[config.mk]
export PLATFORM = sky130hd
export DESIGN_NAME = ro_freq_meter
export DESIGN_NICKNAME = d
export VERILOG_FILES = /design/src/rtl/ro_meter_pkg.sv /design/src/rtl/ro_edge_sync.sv /design/src/rtl/ro_freq_meter.sv
export SDC_FILE = /design/constraint.sdc
export NUM_CORES = 1
export LEC_CHECK = 0
export ABC_AREA = 1
export BUFFER_PORTS_ARGS = -buffer_cell sky130_fd_sc_hd__buf_4
export CORE_ASPECT_RATIO = 0.75
export CORE_UTILIZATION = 63
export CTS_CLUSTER_DIAMETER = 30
export CTS_CLUSTER_SIZE = 40
export DETAILED_ROUTE_END_ITERATION = 6
export PLACE_DENSITY = 0.87
export SETUP_SLACK_MARGIN = 0.4
export SYNTH_ARGS = -nofsm -noshare
export SYNTH_HDL_FRONTEND = slang
export SYNTH_SLANG_ARGS = --single-unit
[constraint.sdc]
create_clock -name wb_clk_i -period 5.55 [get_ports wb_clk_i]
set_input_delay 0.555 -clock wb_clk_i [delete_from_list [all_inputs] [get_ports wb_clk_i]]
set_output_delay 0.555 -clock wb_clk_i [all_outputs]
set_load 0.03 [all_outputs]
[src/rtl/ro_meter_pkg.sv]
// Shared definitions for the ring-oscillator frequency meter: register map,
// CTRL/STATUS bit positions, FSM states and reset constants.
package ro_meter_pkg;

  localparam logic [1:0] REG_CTRL   = 2'd0;
  localparam logic [1:0] REG_GATE   = 2'd1;
  localparam logic [1:0] REG_STATUS = 2'd2;
  localparam logic [1:0] REG_COUNT  = 2'd3;

  localparam int CTRL_START    = 0;
  localparam int CTRL_TRIM_LSB = 1;
  localparam int CTRL_SEL_LSB  = 6;
  localparam int CTRL_GO       = 16;
  localparam int CTRL_ABORT    = 17;
  localparam int TRIM_W        = 5;
  localparam int SEL_W         = 4;

  localparam int STAT_BUSY = 0;
  localparam int STAT_DONE = 1;
  localparam int STAT_OVF  = 2;

  localparam int unsigned GATE_RESET = 1000;

  typedef enum logic [1:0] {
    ST_IDLE   = 2'd0,
    ST_SETTLE = 2'd1,
    ST_GATE   = 2'd2
  } state_t;

endpackage

[src/rtl/ro_edge_sync.sv]
// Two-flop synchroniser for the asynchronous oscillator input, followed by an
// edge flop that yields a one-cycle pulse per synchronised rising edge.
module ro_edge_sync (
  input  logic clk,
  input  logic rst_n,
  input  logic async_in,
  output logic pulse
);

  logic meta;
  logic sync;
  logic prev;

  // NOTE: non-blocking assignments make these three flops a true shift chain;
  // blocking ones would collapse them into a single stage.
  always_ff @(posedge clk or negedge rst_n) begin
    if (!rst_n) begin
      meta <= 1'b0;
      sync <= 1'b0;
      prev <= 1'b0;
    end else begin
      meta <= async_in;
      sync <= meta;
      prev <= sync;
    end
  end

  assign pulse = sync & ~prev;

endmodule

[src/rtl/ro_freq_meter.sv]
// Wishbone-controlled frequency meter: drives the ring-oscillator control pins
// and counts synchronised rising edges of ro_in over a programmable gate window.
module ro_freq_meter
  import ro_meter_pkg::*;
#(
  parameter int CNT_W         = 24,
  parameter int SETTLE_CYCLES = 16,
  // Gate width may exceed CNT_W so that edge-counter saturation is reachable.
  parameter int GATE_W        = CNT_W
) (
  input  logic              wb_clk_i,
  input  logic              wb_rst_ni,
  input  logic              wbs_cyc_i,
  input  logic              wbs_stb_i,
  input  logic              wbs_we_i,
  input  logic [3:0]        wbs_sel_i,
  input  logic [31:0]       wbs_adr_i,
  input  logic [31:0]       wbs_dat_i,
  output logic              wbs_ack_o,
  output logic [31:0]       wbs_dat_o,
  input  logic              ro_in,
  output logic              ro_start,
  output logic [TRIM_W-1:0] ro_trim,
  output logic [SEL_W-1:0]  ro_sel
);

  localparam int SET_W = $clog2(SETTLE_CYCLES + 1);

  state_t             state;
  logic [SET_W-1:0]   settle_cnt;
  logic [GATE_W-1:0]  gate_reg;
  logic [GATE_W-1:0]  gate_cnt;
  logic [CNT_W-1:0]   edge_cnt;
  logic [CNT_W-1:0]   edge_next;
  logic [CNT_W-1:0]   count_reg;
  logic               edge_sat;
  logic               done;
  logic               ovf;
  logic               busy;
  logic               start_q;
  logic [TRIM_W-1:0]  trim_q;
  logic [SEL_W-1:0]   sel_q;
  logic               pulse;

  logic               req;
  logic               wr;
  logic               wr_ctrl;
  logic               wr_gate;
  logic               wr_status;
  logic               go_req;
  logic               abort_req;
  logic [31:0]        rd_data;
  logic               unused_ok;

  ro_edge_sync u_sync (
    .clk      (wb_clk_i),
    .rst_n    (wb_rst_ni),
    .async_in (ro_in),
    .pulse    (pulse)
  );

  assign req       = wbs_cyc_i & wbs_stb_i;
  // A write commits on the edge that ends its ack cycle.
  assign wr        = req & wbs_we_i & wbs_ack_o;
  assign wr_ctrl   = wr && (wbs_adr_i[3:2] == REG_CTRL);
  assign wr_gate   = wr && (wbs_adr_i[3:2] == REG_GATE);
  assign wr_status = wr && (wbs_adr_i[3:2] == REG_STATUS);
  assign go_req    = wr_ctrl & wbs_dat_i[CTRL_GO];
  assign abort_req = wr_ctrl & wbs_dat_i[CTRL_ABORT];
  assign busy      = (state != ST_IDLE);

  assign ro_start  = start_q;
  assign ro_trim   = trim_q;
  assign ro_sel    = sel_q;

  assign unused_ok = &{1'b0, wbs_sel_i, wbs_adr_i[31:4], wbs_adr_i[1:0], wbs_dat_i};

  // Saturating increment: the edge that would wrap the counter flags ovf instead.
  always_comb begin
    edge_next = edge_cnt;
    edge_sat  = 1'b0;
    if (pulse) begin
      if (&edge_cnt) edge_sat  = 1'b1;
      else           edge_next = edge_cnt + CNT_W'(1);
    end
  end

  // NOTE: every output gets a default before the case so no latch is inferred.
  always_comb begin
    rd_data = '0;
    case (wbs_adr_i[3:2])
      REG_CTRL: begin
        rd_data[CTRL_START]                = start_q;
        rd_data[CTRL_TRIM_LSB +: TRIM_W]   = trim_q;
        rd_data[CTRL_SEL_LSB +: SEL_W]     = sel_q;
      end
      REG_GATE:   rd_data = 32'(gate_reg);
      REG_STATUS: begin
        rd_data[STAT_BUSY] = busy;
        rd_data[STAT_DONE] = done;
        rd_data[STAT_OVF]  = ovf;
      end
      REG_COUNT:  rd_data = 32'(count_reg);
      default:    rd_data = '0;
    endcase
  end

  always_ff @(posedge wb_clk_i or negedge wb_rst_ni) begin
    if (!wb_rst_ni) begin
      wbs_ack_o  <= 1'b0;
      wbs_dat_o  <= '0;
      start_q    <= 1'b0;
      trim_q     <= '0;
      sel_q      <= '0;
      gate_reg   <= GATE_W'(GATE_RESET);
      gate_cnt   <= '0;
      settle_cnt <= '0;
      edge_cnt   <= '0;
      count_reg  <= '0;
      done       <= 1'b0;
      ovf        <= 1'b0;
      state      <= ST_IDLE;
    end else begin
      wbs_ack_o <= req & ~wbs_ack_o;
      wbs_dat_o <= (req & ~wbs_ack_o) ? rd_data : '0;

      // The W1C clear sits before the FSM so a same-cycle set overrides it.
      if (wr_status) begin
        if (wbs_dat_i[STAT_DONE]) done <= 1'b0;
        if (wbs_dat_i[STAT_OVF])  ovf  <= 1'b0;
      end

      if (wr_ctrl && !busy) begin
        start_q <= wbs_dat_i[CTRL_START];
        trim_q  <= wbs_dat_i[CTRL_TRIM_LSB +: TRIM_W];
        sel_q   <= wbs_dat_i[CTRL_SEL_LSB +: SEL_W];
      end

      if (wr_gate && !busy) gate_reg <= wbs_dat_i[GATE_W-1:0];

      case (state)
        ST_IDLE: begin
          if (go_req) begin
            state      <= ST_SETTLE;
            settle_cnt <= SET_W'(SETTLE_CYCLES - 1);
            edge_cnt   <= '0;
            done       <= 1'b0;
            ovf        <= 1'b0;
          end
        end
        ST_SETTLE: begin
          if (abort_req) begin
            state <= ST_IDLE;
          end else if (settle_cnt == '0) begin
            if (gate_reg == '0) begin
              state     <= ST_IDLE;
              count_reg <= '0;
              done      <= 1'b1;
            end else begin
              state    <= ST_GATE;
              gate_cnt <= gate_reg - GATE_W'(1);
            end
          end else begin
            settle_cnt <= settle_cnt - SET_W'(1);
          end
        end
        ST_GATE: begin
          if (abort_req) begin
            state <= ST_IDLE;
          end else begin
            edge_cnt <= edge_next;
            if (edge_sat) ovf <= 1'b1;
            if (gate_cnt == '0) begin
              state     <= ST_IDLE;
              count_reg <= edge_next;
              done      <= 1'b1;
            end else begin
              gate_cnt <= gate_cnt - GATE_W'(1);
            end
          end
        end
        default: state <= ST_IDLE;
      endcase
    end
  end

endmodule
==> flow_summary.json <==
{
  "rows": 35,
  "cpMostUsedCell": "nand2_1",
  "synth-compound-area-share_pct": 9.53,
  "synth_area_mm2": 0.00818,
  "fp.dieArea_mm2": 0.0134,
  "cts_buffers": 17,
  "cts.sinks": 143,
  "holdBufCountCts": 0,
  "coreArea_mm2": 0.0125,
  "nFillCells": 973,
  "slew_headroom_pct": 18.9,
  "leakagePower_nw": 4.59,
  "crit_arrival_ps": 3430,
  "path_clk_slew_ps": 60,
  "start_util_pct": 65.5,
  "path_cells": "buf_4 -> inv_2 -> nor2_4 -> nand2_1 -> nand2_1 -> inv_1 -> nand2_1 -> o21ai_1",
  "worstRegToRegCells": 8,
  "synth-seq-area-share_pct": 43.8,
  "cts_resized": 0,
  "layout_min_cycle_time_ps": 3180,
  "irDropWorstVdd_mv": 0.261,
  "synth_edf_count": 0,
  "cts_root_buf": "clkbuf_16",
  "fin_ws_ps": 2370,
  "synth_flop_cell": "dfrtp_1",
  "cp_max_fo": 41,
  "finalHoldViolCount": 0,
  "synth_xor_area_share_pct": 1.18,
  "track_usage_pct": 36.4,
  "diodes": 0,
  "numPortBuffers": 66,
  "drive_gt1_share_pct": 12.8,
  "drt-pass1-iter-count": 6,
  "whs_ps": 182,
  "cp-start-kind": "flip-flop",
  "tightest_slew_ps": 1220,
  "synth_top_family_by_area": "simple AND/OR/NAND/NOR gates",
  "power.density_mw_per_mm2": 401,
  "grt_pass1_vias": 7374,
  "period_share_pct": 57.4,
  "crit_path_end_kind": "flip-flop",
  "initialDrtViolationCount": 993,
  "yosysWarnings": 0,
  "synth_mux_area_share_pct": 0.138,
  "grt_pass1_wl_mm": 37.5,
  "grt_antenna_before_repair": 0,
  "required_ps": 5800,
  "hold_class": "input port to async pin",
  "post_cts_buffers": 0,
  "syn_avg_cell_area_um2": 7.04,
  "multi_input_area_mm2": 0.00387,
  "slowest_stage": "nor2_4",
  "detail-route-antenna-nets": 0,
  "fin_tns_setup_ps": 0,
  "cts_htree_levels": 4,
  "place_hpwl_mm": 15.6,
  "max_freq_mhz": 314,
  "skew_ps": 10.5,
  "clockBufferDepth": 2,
  "yosysTopAreaCellShare_pct": 41.9,
  "postPlaceCellArea_mm2": 0.00867,
  "synth_commonest_cells": "396 x nand2_1, 137 x dfrtp_1, 118 x inv_1, 118 x nor2_1, 109 x nand3_1",
  "status": "complete, no violations",
  "synth_most_common_cell": "nand2_1",
  "regArea_mm2": 0.00359,
  "synthCells": 1162,
  "gp_congestion": 0.943,
  "crit_start": "state[1]",
  "vias_per_cell": 5.76,
  "cpPeakStageDelay_ps": 760,
  "wl_per_cell_um": 16.2,
  "fin_area_mm2": 0.00927,
  "synth-simple-area-share_pct": 35.5,
  "finalWirelength_mm": 22.5,
  "grt_busiest_layer": "met2",
  "max_cap_viol_count": 0,
  "tritoncts": "yes",
  "met3_usage_pct": 7.79,
  "yosysTopAreaCell": "dfrtp_1",
  "ys_ff_latch": 143,
  "async_flop_share_pct": 100,
  "rsz0062_at_grt": "false",
  "nets": 1289,
  "utilization_pct": 74.3,
  "globalRouteOverflowTotal": 0,
  "dp_slack_ps": 2260,
  "area_delta_synth_final_pct": 13.4,
  "criticalPathCategory": "flip-flop to flip-flop",
  "r2r-start": "state[1]",
  "dieHeight_um": 101,
  "setup_viol": 0,
  "synth_fa_ha_area_share_pct": 0.612,
  "grtUsageMet2_pct": 54.0,
  "use_met1_pct": 53.2,
  "grt_max_degree": 91,
  "ys_top_cells_by_area": "dfrtp_1 42%, nand2_1 18%, nand3_1 6.7%",
  "io_pins": 117,
  "synth_cell_types": 42,
  "worstSkewPairLatency_ps": 420,
  "drc": 0,
  "report.final.slew_viol_count": 0,
  "vias": 8001,
  "die_w_um": 134
}
-- layer usage --
layer  routed length [µm]  share of wire [%]
met4                  585                2.6
met3                 2570                 11
met1                 9790                 43
met5                    0                  0
met2                 9560                 42
-- layout make-up --
cell class	count	share of cell area (%)
Clock inverter	13	1.78
Inverter	122	4.97
Tap cell	166	2.24
Sequential cell	143	38.7
Clock buffer	18	4.74
Multi-Input combinational cell	855	41.7
Timing Repair Buffer	72	5.87
-- worst max-delay path: cells and delay by family (launching register included) --
kind / cells / cell delay (ps)
and+or+nand+nor: 4 / 1490
AOI/OAI and AO/OA: 1 / 110
DFF: 1 / 330
buffers and inverters: 3 / 1050
-- cells by family (layout without fill, tap and decap cells) --
| group | Yosys count | after routing |
|---|---|---|
| DFF | 143 | 143 |
| other | 1 | 8 |
| adders and majority gates | 4 | 4 |
| and+or+nand+nor | 685 | 685 |
| buffers and inverters | 171 | 225 |
| AOI/OAI and AO/OA | 146 | 146 |
| muxes | 1 | 1 |
| xor gates and xnor gates | 11 | 11 |
-- final timing paths --
check / end / slack, ps
max: edge_cnt[18] / 2370
min: count_reg[1] / 180
max reg2reg: edge_cnt[18] / 2370
min reg2reg: u_sync.sync / 350
max in group asynchronous: gate_reg[17] / 4140
min in group wb_clk_i: u_sync.meta / 230
-- cells in the final DEF (no fill, tap or decap), types with 2 or more instances in the layout --
cell type   instances
clkinv_2            2
clkinv_4            3
o21ai_0            79
nand3_1           109
nor3_1              7
o21bai_1            2
buf_4              71
dfrtp_1           137
nor2_2             12
xor2_1              9
xnor2_1             2
inv_1             118
o211ai_1            8
nand2_1           396
nand3b_1            3
conb_1              8
o21ai_1            13
nand2_2            20
ha_1                4
dfstp_2             6
a221oi_1            2
or2_2               3
inv_2               3
bufinv_16           3
nor2_1            118
nor2_4              2
a21oi_1            36
clkinvlp_4          4
clkbuf_16          17
nand4_1            10
a21o_1              3
-- through the flow --
step / std cells / power (W)
6_report: 1389 / 0.00372
5_1_grt: 1389 / 0.00395
4_1_cts: 1389 / 0.00369
3_5_place_dp: 1358 / 0.00252
3_3_place_gp: 1358 / 0.00248
2_1_floorplan: 1169 / 0.00224
-- report_power, final --
| part | internal [W] | switching (W) |
|---|---|---|
| registers | 0.00122 | 0.000159 |
| clock network | 0.000717 | 0.000457 |
| logic | 0.000368 | 0.000799 |
| total | 0.00230 | 0.00142 |
Note: power is estimated with default switching activity, not from simulation.
